--- src/rtl/cordic_fixedpoint_accumphase.sv ---
// CORDIC phase accumulator: sums +/- arctan(2^-i) per externally supplied rotation
// direction, then applies a quadrant pre-rotation offset to form a 22-bit phase (2^21 = pi).
module cordic_fixedpoint_accumphase #(
  parameter int NITER = 16
) (
  input  logic        iClk,
  input  logic        iReset_n,
  input  logic        iStart,
  input  logic [1:0]  iQuadrant,
  input  logic        iDir_valid,
  input  logic        iDir,
  output logic [3:0]  oPhase_addr,
  output logic        oBusy,
  output logic        oValid,
  output logic [21:0] oPhase,
  output logic [20:0] oPhase_abs,
  output logic        oPhase_sign
);

  typedef enum logic [1:0] {
    IDLE = 2'd0,
    RUN  = 2'd1,
    FIX  = 2'd2,
    DONE = 2'd3
  } state_t;

  localparam logic [3:0] LAST_IDX = 4'(NITER - 1);

  // round(atan(2^-i) * 2^21 / pi)
  function automatic logic [20:0] theta_rom(input logic [3:0] idx);
    logic [20:0] t;
    case (idx)
      4'd0:    t = 21'd524288;
      4'd1:    t = 21'd309505;
      4'd2:    t = 21'd163534;
      4'd3:    t = 21'd83012;
      4'd4:    t = 21'd41667;
      4'd5:    t = 21'd20854;
      4'd6:    t = 21'd10430;
      4'd7:    t = 21'd5215;
      4'd8:    t = 21'd2608;
      4'd9:    t = 21'd1304;
      4'd10:   t = 21'd652;
      4'd11:   t = 21'd326;
      4'd12:   t = 21'd163;
      4'd13:   t = 21'd81;
      4'd14:   t = 21'd41;
      4'd15:   t = 21'd20;
      default: t = 21'd0;
    endcase
    return t;
  endfunction

  // -pi has no positive 21-bit counterpart, so it clips to the largest magnitude
  function automatic logic [20:0] phase_magnitude(input logic [21:0] p);
    logic [21:0] neg;
    logic [20:0] m;
    neg = 22'd0 - p;
    if (!p[21]) begin
      m = p[20:0];
    end else if (p == 22'h200000) begin
      m = 21'h1FFFFF;
    end else begin
      m = neg[20:0];
    end
    return m;
  endfunction

  state_t      state_r, state_s;
  logic [21:0] acc_r;
  logic [3:0]  cnt_r;
  logic [1:0]  quad_r;
  logic [21:0] phase_r;
  logic [20:0] abs_r;
  logic        sign_r;
  logic        valid_r;
  logic        busy_r;

  logic        accept_s, step_s, last_s;
  logic [20:0] theta_s;
  logic [21:0] delta_s, offset_s, fix_phase_s;

  // Handshake qualifiers
  always_comb begin
    accept_s = (state_r == IDLE) && iStart;
    step_s   = (state_r == RUN) && iDir_valid;
    last_s   = step_s && (cnt_r == LAST_IDX);
  end

  // Micro-rotation angle, quadrant offset and final phase
  always_comb begin
    theta_s = theta_rom(cnt_r);
    if (iDir) begin
      delta_s = 22'd0 - {1'b0, theta_s};
    end else begin
      delta_s = {1'b0, theta_s};
    end
    case (quad_r)
      2'b00:   offset_s = 22'h000000;
      2'b01:   offset_s = 22'h100000;
      2'b10:   offset_s = 22'h300000;
      2'b11:   offset_s = 22'h200000;
      default: offset_s = 22'h000000;
    endcase
    fix_phase_s = acc_r + offset_s;
  end

  // Next-state logic
  always_comb begin
    state_s = state_r;
    case (state_r)
      IDLE: begin
        if (iStart) state_s = RUN;
        else        state_s = IDLE;
      end
      RUN: begin
        if (last_s) state_s = FIX;
        else        state_s = RUN;
      end
      FIX:     state_s = DONE;
      DONE:    state_s = IDLE;
      default: state_s = IDLE;
    endcase
  end

  // State register
  always_ff @(posedge iClk) begin
    if (!iReset_n) state_r <= IDLE;
    else           state_r <= state_s;
  end

  // Accumulator, iteration counter and quadrant latch; cnt returns to 0 on leaving RUN
  always_ff @(posedge iClk) begin
    if (!iReset_n) begin
      acc_r  <= 22'd0;
      cnt_r  <= 4'd0;
      quad_r <= 2'd0;
    end else if (accept_s) begin
      acc_r  <= 22'd0;
      cnt_r  <= 4'd0;
      quad_r <= iQuadrant;
    end else if (step_s) begin
      acc_r  <= acc_r + delta_s;
      cnt_r  <= last_s ? 4'd0 : cnt_r + 4'd1;
    end else begin
      acc_r  <= acc_r;
      cnt_r  <= cnt_r;
    end
  end

  // Result and status registers
  always_ff @(posedge iClk) begin
    if (!iReset_n) begin
      phase_r <= 22'd0;
      abs_r   <= 21'd0;
      sign_r  <= 1'b0;
      valid_r <= 1'b0;
      busy_r  <= 1'b0;
    end else begin
      if (state_r == FIX) begin
        phase_r <= fix_phase_s;
        abs_r   <= phase_magnitude(fix_phase_s);
        sign_r  <= fix_phase_s[21];
      end
      valid_r <= (state_r == FIX);
      busy_r  <= (state_s == RUN) || (state_s == FIX);
    end
  end

  assign oPhase_addr = cnt_r;
  assign oBusy       = busy_r;
  assign oValid      = valid_r;
  assign oPhase      = phase_r;
  assign oPhase_abs  = abs_r;
  assign oPhase_sign = sign_r;

endmodule

--- config.mk ---
export PLATFORM = sky130hd
export DESIGN_NAME = cordic_fixedpoint_accumphase
export DESIGN_NICKNAME = d
export VERILOG_FILES = /design/src/rtl/cordic_fixedpoint_accumphase.sv
export SDC_FILE = /design/constraint.sdc
export NUM_CORES = 1
export LEC_CHECK = 0
export ABC_AREA = 1
export ABC_CLOCK_PERIOD_IN_PS = 4600
export CORE_MARGIN = 3
export CORE_UTILIZATION = 50
export DETAILED_ROUTE_END_ITERATION = 10
export HOLD_SLACK_MARGIN = 0.15
export PLACE_DENSITY = 0.82
export SLEW_MARGIN = 15
export SYNTH_ARGS = -nofsm -noshare
export SYNTH_HDL_FRONTEND = slang
export SYNTH_SLANG_ARGS = --single-unit
--- constraint.sdc ---
create_clock -name iClk -period 4.6 [get_ports iClk]
set_clock_uncertainty 0.1 [all_clocks]
set_input_delay 0.92 -clock iClk [delete_from_list [all_inputs] [get_ports iClk]]
set_output_delay 0.92 -clock iClk [all_outputs]
set_load 0.01 [all_outputs]
# Word-level counts from Yosys, hierarchy flattened
# Memories as Yosys holds them, arrays and structs flattened. A register that Yosys moved wholly into a read port is not among the register bits.
# Index checks and enable logic that the tools add are counted.
# W data, S select, Z words.
# totals
out_inout_bits	50
inputBits	7
ff_bits	76
rom_bits	320
wordCells	43
mem_count	1
# memory_table
name	words	word_bits	rd	rd_clocked_by_memory_dff	write_ports	line	rtl
(no name shown)	16	20	1	1	0	32	case (idx)
# op_classes
addsub	5
bitwise	1
reduce_logical	7
n_eq_ne	10
n_mux	10
# op_table
op	n
$pmux W22 S4	1
$add A22 B22 Y22	2
$mux W21	2
$eq A22 B22 Y1 const B	1
$mux W22	1
$sub A1 B21 Y22 const A	1
$sub A1 B21 Y21 const A	1
$mux W4	3
$eq A2 B2 Y1 const B	5
$pmux W2 S4	1
$eq A2 B1 Y1 const B	3
$add A4 B1 Y4 const B	1
$eq A4 B4 Y1 const B	1
$logic_not A2 Y1	2
$logic_and A1 B1 Y1	3
$mux W2	1
$reduce_or A2 Y1	1
$logic_or A1 B1 Y1	1
$mux W1	1
$not A1 Y1	1

# Depth between registers and ports, before layout
# logic_depth
depth_word	7
ltp_mapped	20
ltp_nobuf	20

# Worst setup path before layout
# OpenSTA, ideal clock, no wires.
# synth_path
path_type	input port to flip-flop
start	in iDir
end	reg acc_r[8]
t_arrival_ns	2.820
path_buffers	2
path_stages	11
path_slack_ns	1.565
required_time_ns	4.385
setup_ns	0.115
cell_sequence	clkbuf_1 clkbuf_1 o21ai_0 fa_1 nand2_1 nand3_1 o21ai_0 o21bai_1 xor2_1 o21ai_0 inv_1
# synth_via
elab_chain_len	2
# synth_rtl
element	line	rtl
from (decl)	11	input logic iDir,
$mux W22	93	if (iDir) begin
$add A22 B22 Y22	143	acc_r <= acc_r + delta_s;
to (signal assigned)	143	
to (signal assigned)	146	acc_r <= acc_r;
to (decl)	70	logic [21:0] acc_r;
# Every way passes these cells.
# A chain may end at the register's enable or synchronous reset.

# Worst setup path in the final report
# layout_path
start	in iDir
end	reg acc_r[20]
# The elaborated chain is that of the path after synthesis.

==> run summary <==
Worst-path clk slew: 0.07 ns
Post-CTS Setup Repair Bufs: 0
switching power: 651 uW
Placement Rows: 39
Yosys top cell by area: dfxtp_1
ANT nets after route: 0
post-DP HPWL: 11200 um
# setup viols final: 0
unrepaired setup endpoints after global routing: no
sequential area share after synthesis: 0.313
CTS tree: done
Clock Power Share: 0.382
n_diodes: 0
Worst-Margin Slew: 0.607 ns
layout cells sized above 1: 0.0536
core area: 11700 um2
RR Startpoint: theta_s[0]
Synth Instances: 922
PortBufs: 56
gr usage total: 0.228
initial DRC count: 482
Residual DRC: 0
Setup TNS: 0 ns
die area: 13500 um2
sw frac: 0.314
Synth area leaders: dfxtp_1, nand2_1, inv_1
Final WS setup: 0.936 ns
critical path data required time: 4.75 ns
Worst path slowest cell: clkdlybuf4s50_1
critical path data arrival time: 3.81 ns
PwrDens: 295 nW/um2
Hold Crit Start: quad_r[0]
Crit path buffers/inverters: 3
Hold Path Class: reg -> reg
Slew Viols, Final: 0
max-capacitance violation count: 0
Initial Utilization: 0.522
Unique masters post-synth: 44
worst vdd ir: 0.180 mV
Main synth FF type: dfxtp_1
outcome: completed
CP Launch Type: input pin
CTS buffer count: 9
CTS Root Cell: clkbuf_16
# IOs: 57
Max Freq: 0.273 GHz
Vias: 5857
number of synthesized flops with an enable pin: 0
worst slack, placed: 0.578 ns
combinational share of power: 0.202
Clock Latency Late Sink: 0.36 ns
gr ovfl total: 0
area grow syn2layout: 15.5%
via/cell ratio: 5.26
LEAKAGE: 0.00345 uW
first-pass GRT wire length: 24700 um
worst-path cell chain: clkdlybuf4s50_1 -> inv_1 -> or2_2 -> nand2_1 -> xor2_1 -> ha_1 -> nand2_1 -> nor2_1 -> nand3_1 -> nor2_1 -> nand2_1 -> nand4_1 -> nand3_1 -> nand2_1 -> inv_1
period utilization: 0.797
Die Height: 116 um
syn_area_per_cell: 6.60 um2
Critical Path Source: iDir
GPL Wtd Cong: 0.914
Final #Nets: 1010
Yosys Warn Count: 0
clk sink count: 95
most used cell, CP: nand2_1
largest net degree at the start of global routing: 68
CP delay by family, top: simple AND/OR/NAND/NOR gates
Critical Path Fanout Max: 20
post_cts resized: 0
die width: 116 um
post-synth top area share: 0.313
CP max stage delay: 0.83 ns
Rel. slew slack: 0.593
Period minus WS final: 3.66 ns
vias in the first global route: 5312
Pint: 1420 uW
final hold vios: 0
post-synthesis register bit count: 95
DR WL/cell: 13.3 um
Synthesized Nets: 967
ys async rst share: 0
H-tree Lvls: 3
Flop pwr share: 0.416
hold_buf cts: 0
clk buf depth: 2
Worst Path Class, Setup: in -> reg
Post-Route WL: 14800 um
Initial DRT Pass Iterations: 5
initial antenna violation count: 0
Cell Area, Synth: 6080 um2
crit end category: flop
==> kinds of logic (layout without fill, tap and decap cells) <==
kind of cell | after synthesis | count (layout) | share of synthesized area
flops | 95 | 95 | 0.313
compound gates | 168 | 168 | 0.146
buf+inv | 168 | 216 | 0.110
xor+xnor | 37 | 37 | 0.0545
simple gates | 416 | 416 | 0.297
fa+ha+maj | 38 | 38 | 0.0794
==> metrics by stage <==
stage / hold WS, ns / cell area [um2] / instances / util / power, uW
2_1_floorplan: 0.354 / 6080 / 922 / - / 1200
3_5_place_dp: 0.383 / 6710 / 1097 / 0.575 / 1290
6_report: 0.388 / 7030 / 1113 / 0.602 / 2070
4_1_cts: 0.393 / 7030 / 1113 / 0.602 / 2080
3_3_place_gp: 0.371 / 6710 / 1097 / 0.575 / 1280
5_1_grt: 0.425 / 7030 / 1113 / 0.602 / 2180
==> placed cells by master, fill, tap and decap left out, drive strengths merged, types with 8 or more instances in the layout <==
| master | count |
|---|---|
| clkdlybuf4s50 | 56 |
| nand4 | 8 |
| a21oi | 70 |
| nand2 | 228 |
| clkbuf | 9 |
| o21ai | 79 |
| xor2 | 30 |
| nor2 | 95 |
| inv | 145 |
| nand3 | 66 |
| dfxtp | 95 |
| nor3 | 9 |
| ha | 37 |
==> routing by layer <==
layer	global-route usage	up-vias	routed length [um]
met1	0.310	2630	7110
li1	-	3038	-
met2	0.365	169	6630
met4	0.0882	0	322
met5	0	-	0
met3	0.0332	20	741
==> state kept, by name, summed over array words and instances, names as in the netlist <==
| signal | flops |
|---|---|
| oPhase_abs | 21 |
| acc_r | 22 |
| state_r | 2 |
| oPhase | 22 |
| oBusy | 1 |
| oPhase_addr | 4 |
| quad_r | 2 |
| theta_s | 20 |
| oValid | 1 |
==> final timing paths <==
kind | endpoint | slack (ns) | depth (start not counted)
worst min register to register | quad_r[0] | 0.39 | 2
worst min-delay path | quad_r[0] | 0.39 | 2
worst max register to register | acc_r[17] | 1.52 | 18
worst max-delay path | acc_r[20] | 0.94 | 15
==> area by class of cell <==
cell class / instances / area [um2]
tap: 143 / 179
timing repair buffer: 58 / 576
inverter: 142 / 534
clock inverter: 7 / 88.8
sequential: 95 / 1900
fill: 1093 / 4640
clock buffer: 9 / 225
multi-input combinational: 659 / 3520
==> cells in the mapped netlist, types with 2 or more instances <==
cell      instances
nand2_1         223
inv_1           135
dfxtp_1          95
nor2_1           85
a21oi_1          70
o21ai_0          68
nand3_1          63
ha_1             37
xor2_1           29
clkbuf_1         17
o21ai_1          10
nor3_1            8
nand4_1           7
xnor2_1           7
inv_2             6
nor2_2            5
nor2_4            5
a21o_1            4
o21bai_1          4
a31oi_1           3
buf_4             3
buf_6             3
nand2_2           3
o211ai_1          3
or2_2             3
a211oi_1          2
and2_1            2
buf_1             2
nand2_4           2
nand3_2           2
nand3b_1          2
nor4_1            2
==> tightest hold or removal path: stages (launching register included) <==
cell,delay (ns)
dfxtp_1,0.31
inv_1,0.07
a21oi_1,0.06
==> power by group through the flow <==
stage               combinational [uW]  sequential, uW  clock, uW
CTS                                414             862        802
detailed placement                 410             882          0
finish                             419             863        791
floorplan                          324             875          0
global route                       476             866        834
global placement                   402             881          0
Power figures use the tool's default switching activity.
==> edit, RTL diff (same flow settings) <==
Make the reset (`iReset_n`) asynchronous in 3 clocked blocks.
--- a/src/rtl/cordic_fixedpoint_accumphase.sv
+++ b/src/rtl/cordic_fixedpoint_accumphase.sv
@@ -126,3 +126,3 @@
   // State register
-  always_ff @(posedge iClk) begin
+  always_ff @(posedge iClk or negedge iReset_n) begin
     if (!iReset_n) state_r <= IDLE;
@@ -132,3 +132,3 @@
   // Accumulator, iteration counter and quadrant latch; cnt returns to 0 on leaving RUN
-  always_ff @(posedge iClk) begin
+  always_ff @(posedge iClk or negedge iReset_n) begin
     if (!iReset_n) begin
@@ -151,3 +151,3 @@
   // Result and status registers
-  always_ff @(posedge iClk) begin
+  always_ff @(posedge iClk or negedge iReset_n) begin
     if (!iReset_n) begin
Check against the original RTL: differs if iReset_n is asserted again (counterexample within 4 cycles, from zero or initial values and one cycle with iReset_n low); with iReset_n held inactive, the same outputs for 10 cycles.
==> edit against the original RTL <==
- routed wire length is 4.0% lower
- cell area decreased by 8.4%
- critical path depth grew 7
- setup slack got worse by 0.48 ns
- first-iteration DRC count fell by 32%
- register-to-register slack lost 1.1 ns
- hold slack gained 0.0016 ns
- area after synthesis shrank 8.0%
- sequential cell count shrank 20
- critical path type is now reg -> reg
- largest cell class unchanged
- highest routed layer unchanged
Power is not shown: default switching activity piles up to over one toggle a cycle in this logic, so the estimate is an artifact.
==> edit: results (changes against the original RTL) <==
STA
  • Rel. slew slack: 28.0% (was 59.3%)

Synth
  • Xor and xnor area share after synthesis: 5.17% (was 5.45%)
  • Predominant post-synthesis flop cell: dfrtp_1 (was dfxtp_1)
  • Largest cells by area after synthesis: dfrtp_1 34%, nand2_1 13%, ha_1 8.7% (was dfxtp_1 31%, nand2_1 14%, inv_1 8.3%)
  • Ys async rst share: 100% (was 0%)
  • Mapped Cells: 772 (was 922)
  • Sequential element share of the synthesized area: 33.6% (was 31.3%)
  • Top post-synthesis cells by count: 188 x nand2_1, 85 x inv_1, 81 x nor2_1 (was 223 x nand2_1, 135 x inv_1, 95 x dfxtp_1)
  • Adder-cell share of the synthesized area: 9.08% (was 7.94%)
  • Syn_nets: 819 (was 967)
  • Synth cell types: 49 (was 44)
  • Synth Area in Compound Gates: 15.4% (was 14.6%)
  • Mux contribution to synthesized area: 0.380% (was 0%)

Clock network
  • Root Buffer: clkbuf_8 (was clkbuf_16)
  • Depth of the CTS H-tree: 3 (unchanged)

Placed design
  • Port-buffer cells: 56 (unchanged)
  • GP Congestion: 0.944 (was 0.914)
  • Dpl cells: 952 (was 1097)
  • Area after DPL: 6260 um^2 (was 6710 um^2)
  • Dpl hpwl: 11000 um (was 11200 um)
  • DP Worst Slack: 0.461 ns (was 0.578 ns)

GRT
  • Met2 GRT Util: 38.0% (was 36.5%)
  • GR Util met1: 31.8% (was 31.0%)
  • Largest net degree at the start of global routing: 76 (was 68)
  • Vias in the first global route: 4956 (was 5312)
  • GRT met3 Usage: 4.18% (was 3.32%)
  • Total GRT Usage: 23.5% (was 22.8%)
  • First-pass GRT wire length: 24100 um (was 24700 um)

Worst setup path
  • Critical Path AT: 4.30 ns (was 3.81 ns)
  • Crit-path max FO: 9 (was 20)

Final layout
  • # nets final: 874 (was 1010)
  • Layout Cells excl Fill: 968 (was 1113)
  • Layout cells sized above 1: 8.05% (was 5.36%)

Route
  • Routed wire per std cell: 14.7 um (was 13.3 um)
  • Initial DRC count: 326 (was 482)

Run status
  • Status: finished, final reports clean (unchanged)
==> edit: final cells by class <==
class                           instances  area, um^2
Inverter                               95         357
Timing Repair Buffer                   64         618
Clock inverter                          4        26.3
Fill cell                             991        4170
Tap cell                              136         170
Sequential cell                        75        1880
Multi-Input combinational cell        582        3240
Clock buffer                           12         145
==> edit: worst max-delay path, cell delays in order, from the launching register on <==
cell	delay (ns)
dfrtp_1	0.48
inv_1	0.20
ha_1	0.38
nand3_1	0.12
and2_1	0.23
inv_1	0.09
ha_1	0.15
inv_1	0.07
nor3_4	0.26
nor2_1	0.10
nor2_1	0.12
xor2_1	0.15
inv_1	0.05
ha_1	0.36
nand2_1	0.12
nor2_1	0.14
nand4_1	0.09
o211ai_1	0.39
nand2_1	0.09
nand2_1	0.09
a21oi_1	0.06
o21ai_0	0.12
nand2_1	0.07
==> edit: layer usage <==
metal / wire, um / up-vias
met3: 726 / 20
met4: 261 / 0
met1: 6590 / 2366
li1: - / 2630
met5: 0 / -
met2: 6620 / 160
==> edit: path summary, 6_finish.rpt <==
kind                                             from                    endpoint  slack (ns)  cells after the start
hold / removal                 oPhase[15]$_DFFE_PN0P_      oPhase[15]$_DFFE_PN0P_        0.39                      2
hold reg to reg                oPhase[15]$_DFFE_PN0P_      oPhase[15]$_DFFE_PN0P_        0.39                      2
min in group asynchronous                    iReset_n       oPhase[3]$_DFFE_PN0P_        0.59                      1
setup reg to reg           oPhase_addr[0]$_DFFE_PN0P_       acc_r[14]$_DFFE_PN0P_        0.45                     22
setup / recovery           oPhase_addr[0]$_DFFE_PN0P_       acc_r[14]$_DFFE_PN0P_        0.45                     22
max in group asynchronous                    iReset_n  oPhase_addr[0]$_DFFE_PN0P_        3.18                      1
